[src/rtl/mem_access_stage.sv]
// Memory-access pipeline stage: loads/stores over a single-outstanding req/ack bus,
// with word-alignment check, bus timeout abort and a saturating error counter.
module mem_access_stage #(
  parameter int unsigned TIMEOUT = 16
) (
  input  logic        clock,
  input  logic        reset,
  input  logic        ex_mem_readmem,
  input  logic        ex_mem_writemem,
  input  logic [31:0] ex_mem_regb,
  input  logic        ex_mem_selwsource,
  input  logic [4:0]  ex_mem_regdest,
  input  logic        ex_mem_writereg,
  input  logic [31:0] ex_mem_wbvalue,
  input  logic        mem_ack,
  input  logic [31:0] mem_rdata,
  output logic        mem_req,
  output logic        mem_we,
  output logic [31:0] mem_addr,
  output logic [31:0] mem_wdata,
  output logic        mem_stall,
  output logic        mem_wb_writereg,
  output logic [4:0]  mem_wb_regdest,
  output logic [31:0] mem_wb_value,
  output logic        mem_err,
  output logic [7:0]  mem_err_count
);

  typedef enum logic {IDLE, BUSY} state_t;

  localparam logic [7:0] TLAST = 8'(TIMEOUT - 1);

  state_t      state;
  logic        lat_writereg;
  logic        lat_selw;
  logic [4:0]  lat_regdest;
  logic [7:0]  tcount;
  logic        mem_op;
  logic        misaligned;

  always_comb begin
    mem_op     = ex_mem_readmem | ex_mem_writemem;
    misaligned = |ex_mem_wbvalue[1:0];
  end

  assign mem_stall = (state == BUSY);

  always_ff @(posedge clock or posedge reset) begin
    if (reset) begin
      state           <= IDLE;
      mem_req         <= 1'b0;
      mem_we          <= 1'b0;
      mem_addr        <= '0;
      mem_wdata       <= '0;
      mem_wb_writereg <= 1'b0;
      mem_wb_regdest  <= '0;
      mem_wb_value    <= '0;
      mem_err         <= 1'b0;
      mem_err_count   <= '0;
      lat_writereg    <= 1'b0;
      lat_selw        <= 1'b0;
      lat_regdest     <= '0;
      tcount          <= '0;
    end else begin
      mem_err <= 1'b0;
      unique case (state)
        IDLE: begin
          if (mem_op) begin
            mem_addr        <= ex_mem_wbvalue;
            mem_wdata       <= ex_mem_regb;
            lat_regdest     <= ex_mem_regdest;
            // a store (including readmem+writemem) never writes back
            lat_writereg    <= ex_mem_writereg & ~ex_mem_writemem;
            lat_selw        <= ex_mem_selwsource;
            mem_wb_writereg <= 1'b0;
            if (misaligned) begin
              mem_err <= 1'b1;
              if (mem_err_count != 8'hFF) mem_err_count <= mem_err_count + 8'd1;
            end else begin
              mem_req <= 1'b1;
              mem_we  <= ex_mem_writemem;
              tcount  <= '0;
              state   <= BUSY;
            end
          end else begin
            mem_wb_writereg <= ex_mem_writereg;
            mem_wb_regdest  <= ex_mem_regdest;
            mem_wb_value    <= ex_mem_wbvalue;
          end
        end
        BUSY: begin
          if (mem_ack) begin
            mem_req <= 1'b0;
            mem_we  <= 1'b0;
            state   <= IDLE;
            if (!mem_we) begin
              mem_wb_value    <= lat_selw ? mem_rdata : mem_addr;
              mem_wb_regdest  <= lat_regdest;
              mem_wb_writereg <= lat_writereg;
            end else begin
              mem_wb_writereg <= 1'b0;
            end
          end else if (tcount == TLAST) begin
            mem_req         <= 1'b0;
            mem_we          <= 1'b0;
            mem_wb_writereg <= 1'b0;
            mem_err         <= 1'b1;
            if (mem_err_count != 8'hFF) mem_err_count <= mem_err_count + 8'd1;
            state           <= IDLE;
          end else begin
            tcount <= tcount + 8'd1;
          end
        end
        default: state <= IDLE;
      endcase
    end
  end

endmodule

[config.mk]
export PLATFORM = sky130hd
export DESIGN_NAME = mem_access_stage
export DESIGN_NICKNAME = d
export VERILOG_FILES = /design/src/rtl/mem_access_stage.sv
export SDC_FILE = /design/constraint.sdc
export NUM_CORES = 1
export LEC_CHECK = 0
export CAP_MARGIN = 20
export CORE_ASPECT_RATIO = 0.5
export CORE_MARGIN = 5
export CORE_UTILIZATION = 44
export DETAILED_ROUTE_END_ITERATION = 10
export PLACE_DENSITY = 0.79
export SLEW_MARGIN = 30
export SYNTH_ARGS = -nofsm -noshare
export SYNTH_HDL_FRONTEND = slang
export SYNTH_SLANG_ARGS = --single-unit
[constraint.sdc]
create_clock -name clock -period 5.4 [get_ports clock]
set_input_delay 0.54 -clock clock [delete_from_list [all_inputs] [get_ports clock]]
set_output_delay 0.54 -clock clock [all_outputs]
set_load 0.02 [all_outputs]
==> summary.md <==
| Metric | Value |
|---|---|
| Post-CTS Resized | `0` |
| Total power | `3720 uW` |
| Postcts setup bufs | `0` |
| Final hold viol count | `0` |
| First-pass GRT wire length | `25,700 um` |
| Clock Sinks | `129` |
| Layout cells sized above 1 | `17.2%` |
| Die area | `15,700 um2` |
| Post-synthesis net count | `609` |
| DR WL/cell | `17.8 um` |
| Port Buf Inserts | `221` |
| Min Hold Slack | `0.401 ns` |
| CP Class | `flop to output port` |
| Net Sw Power | `1170 uW` |
| Slew HR | `44.2%` |
| Placed cells | `863` |
| Max Cap Viol | `0` |
| Cells after Synth | `499` |
| Core Region | `12,800 um2` |
| DP HPWL | `11,200 um` |
| Chip height | `91.3 um` |
| Initial drt markers | `312` |
| Fin nets | `822` |
| Total grt overflow | `0` |
| Reg area | `3230 um2` |
| Pin count of the biggest net entering global routing | `81` |
| Mean post-synth cell area | `11.6 um2` |
| PD cells | `424 nW/um2` |
| P_leak | `0.00369 uW` |
| Clk Latency, worst-skew pair | `0.41 ns` |
| Sequential-to-total area share from yosys stat | `55.6%` |
| Mapped Area | `5810 um2` |
| I/O Pins | `222` |
| Remaining antenna violation count after routing | `0` |
| Syn-to-layout area delta | `51.0%` |
| Initial Util | `45.4%` |
| Final cell count without fillers | `895` |
| Status | `complete, no violations` |
| Crit path required time | `4.86 ns` |
| Hold-fix buffers, CTS | `0` |
| Most frequent cells in the layout | `clkdlybuf4s50_1 (221), dfrtp_1 (127), nand2_1 (83)` |
| RePlAce Congestion | `0.795` |
| Via density per instance | `5.07` |
| Drt pass-1 iters | `4` |
| Logic pwr share | `30.7%` |
| Num CTS Buffers | `17` |
| Setup Skew | `0.00732 ns` |
| Synth Warn # | `0` |
| Worst hold path class | `input port to asynchronous set/reset pin` |
| Minimum clock period | `2.69 ns` |
| Vias in the first global route | `4,747` |
| CP max FO | `80` |
| Via count | `4,535` |
| Clock power frac | `33.3%` |
| CTS tree | `built` |
| Most common cell after layout, fill and taps aside | `clkdlybuf4s50_1` |
| Startpoint types | `flop` |
| # fillers | `928` |
| Routed Wire Length | `15,900 um` |
| Switching Share | `31.5%` |
| Initial antenna violation count | `0` |
| Drt drc | `0` |
| Crit end category | `output port` |
| Clock Pin Slew Worst Setup and Hold Paths | `0.06 ns` |
| # diodes | `0` |
| # rows | `29` |
| Tcrit/Tclk final | `49.7%` |
| Unique masters post-synth | `40` |
| Setup TNS | `0 ns` |
| Final setup viols | `0` |
| RSZ-0062 raised after global routing | `false` |
| Global Route Usage Sum | `20.2%` |
| CTS Root Cell | `clkbuf_16` |
| FF+latch count, synth | `129` |
| Int Pwr | `2550 uW` |
| Worst Tran Pin Value | `0.837 ns` |
| Max Clk Rate | `0.372 GHz` |
| CTS H-Tree Depth | `4` |
| Clk buf depth | `2` |
| IR drop worst, VDD | `0.253 mV` |
| Slew Viols, Final | `0` |
| Multi-input logic area | `2430 um2` |
| Die width | `173 um` |
| Crit path arrival time | `2.15 ns` |
| Reg power frac | `36.1%` |
## cells by family after synthesis
family,share of synthesized area (%)
adders and majority gates,0.431
AOI/OAI and AO/OA,9.11
xor gates and xnor gates,0.603
muxes,21.9
DFF,55.6
and+or+nand+nor,9.48
buffers and inverters,2.86
## sequential cells by signal, indices dropped and copies added, names as in the netlist
register and flops:
mem_wb_value 32, mem_wdata 32, lat_writereg 1, mem_we 1, tcount 8, mem_stall 1, mem_wb_regdest 5, mem_wb_writereg 1
mem_addr 32, lat_regdest 5, mem_req 1, lat_selw 1, mem_err 1, mem_err_count 8
## power by group through the flow
stage | registers, uW | clock network [uW] | logic [uW]
6_report | 1340 | 1240 | 1140
5_1_grt | 1370 | 1310 | 1220
4_1_cts | 1340 | 1260 | 1160
3_5_place_dp | 1350 | 0 | 1150
3_3_place_gp | 1340 | 0 | 1130
2_1_floorplan | 1550 | 0 | 368
## routing by layer
layer | global-route usage (%) | wire length, um
met1 | 23.7 | 6440
met3 | 3.90 | 552
met5 | 0 | 0
met2 | 36.3 | 8440
met4 | 9.36 | 507
## worst max-delay path, stage by stage (launching register included)
cell,delay (ns)
dfrtp_2,0.36
buf_4,0.62
clkdlybuf4s50_1,0.75
## worst paths after layout
check	start	cells after the start	endpoint	slack, ns
min reg2reg	mem_wb_regdest[3]	2	mem_wb_regdest[3]	0.48
min	reset	2	mem_wdata[0]	0.40
max	mem_stall	2	mem_stall	2.71
min in group clock	mem_wb_regdest[3]	2	mem_wb_regdest[3]	0.48
max in group asynchronous	reset	3	mem_stall	3.86
max reg2reg	mem_stall	5	mem_wb_value[15]	3.10
## metrics by stage
step	util, %	setup slack, ns	cell area [um2]
2_1_floorplan	-	1.42	5810
3_3_place_gp	63.5	2.48	8130
3_5_place_dp	63.5	2.45	8130
4_1_cts	68.5	2.68	8770
5_1_grt	68.5	2.61	8770
6_report	68.5	2.71	8770
## final cells by class
cell class,instances,share of cell area (%)
timing repair buffer,226,25.6
tap,170,2.42
sequential,129,36.8
clock buffer,18,5.00
multi-input combinational,336,27.6
clock inverter,14,2.32
inverter,2,0.114
## Yosys cell counts
| master | number | area [um2] |
|---|---|---|
| a211oi_2 | 2 | 25.0 |
| a21boi_1 | 1 | 7.51 |
| a21o_1 | 2 | 15.0 |
| a21oi_1 | 8 | 40.0 |
| a21oi_2 | 2 | 17.5 |
| a22o_1 | 3 | 26.3 |
| a22oi_1 | 1 | 7.51 |
| a31oi_1 | 1 | 6.26 |
| and2_4 | 1 | 8.76 |
| and2b_1 | 1 | 7.51 |
| and3_1 | 2 | 12.5 |
| and4_1 | 2 | 17.5 |
| buf_1 | 1 | 3.75 |
| buf_2 | 16 | 80.1 |
| buf_4 | 1 | 7.51 |
| buf_6 | 2 | 22.5 |
| clkbuf_1 | 12 | 45.0 |
| dfrtp_1 | 129 | 3230 |
| ha_1 | 2 | 25.0 |
| inv_1 | 2 | 7.51 |
| mux2_1 | 1 | 11.3 |
| mux2_2 | 74 | 833 |
| mux2i_1 | 43 | 430 |
| nand2_1 | 83 | 312 |
| nand2b_1 | 4 | 25.0 |
| nand3_1 | 7 | 35.0 |
| nand3_4 | 1 | 17.5 |
| nand4_1 | 2 | 12.5 |
| nor2_1 | 2 | 7.51 |
| nor2b_1 | 3 | 18.8 |
| nor3_1 | 2 | 10.0 |
| nor3b_1 | 1 | 7.51 |
| nor4_4 | 1 | 21.3 |
| o21ai_0 | 73 | 365 |
| o21bai_4 | 1 | 18.8 |
| or2_1 | 3 | 18.8 |
| or2_2 | 2 | 12.5 |
| or3_1 | 1 | 6.26 |
| xnor2_1 | 1 | 8.76 |
| xor2_1 | 3 | 26.3 |
No activity file was read; power rests on OpenSTA's default activity.
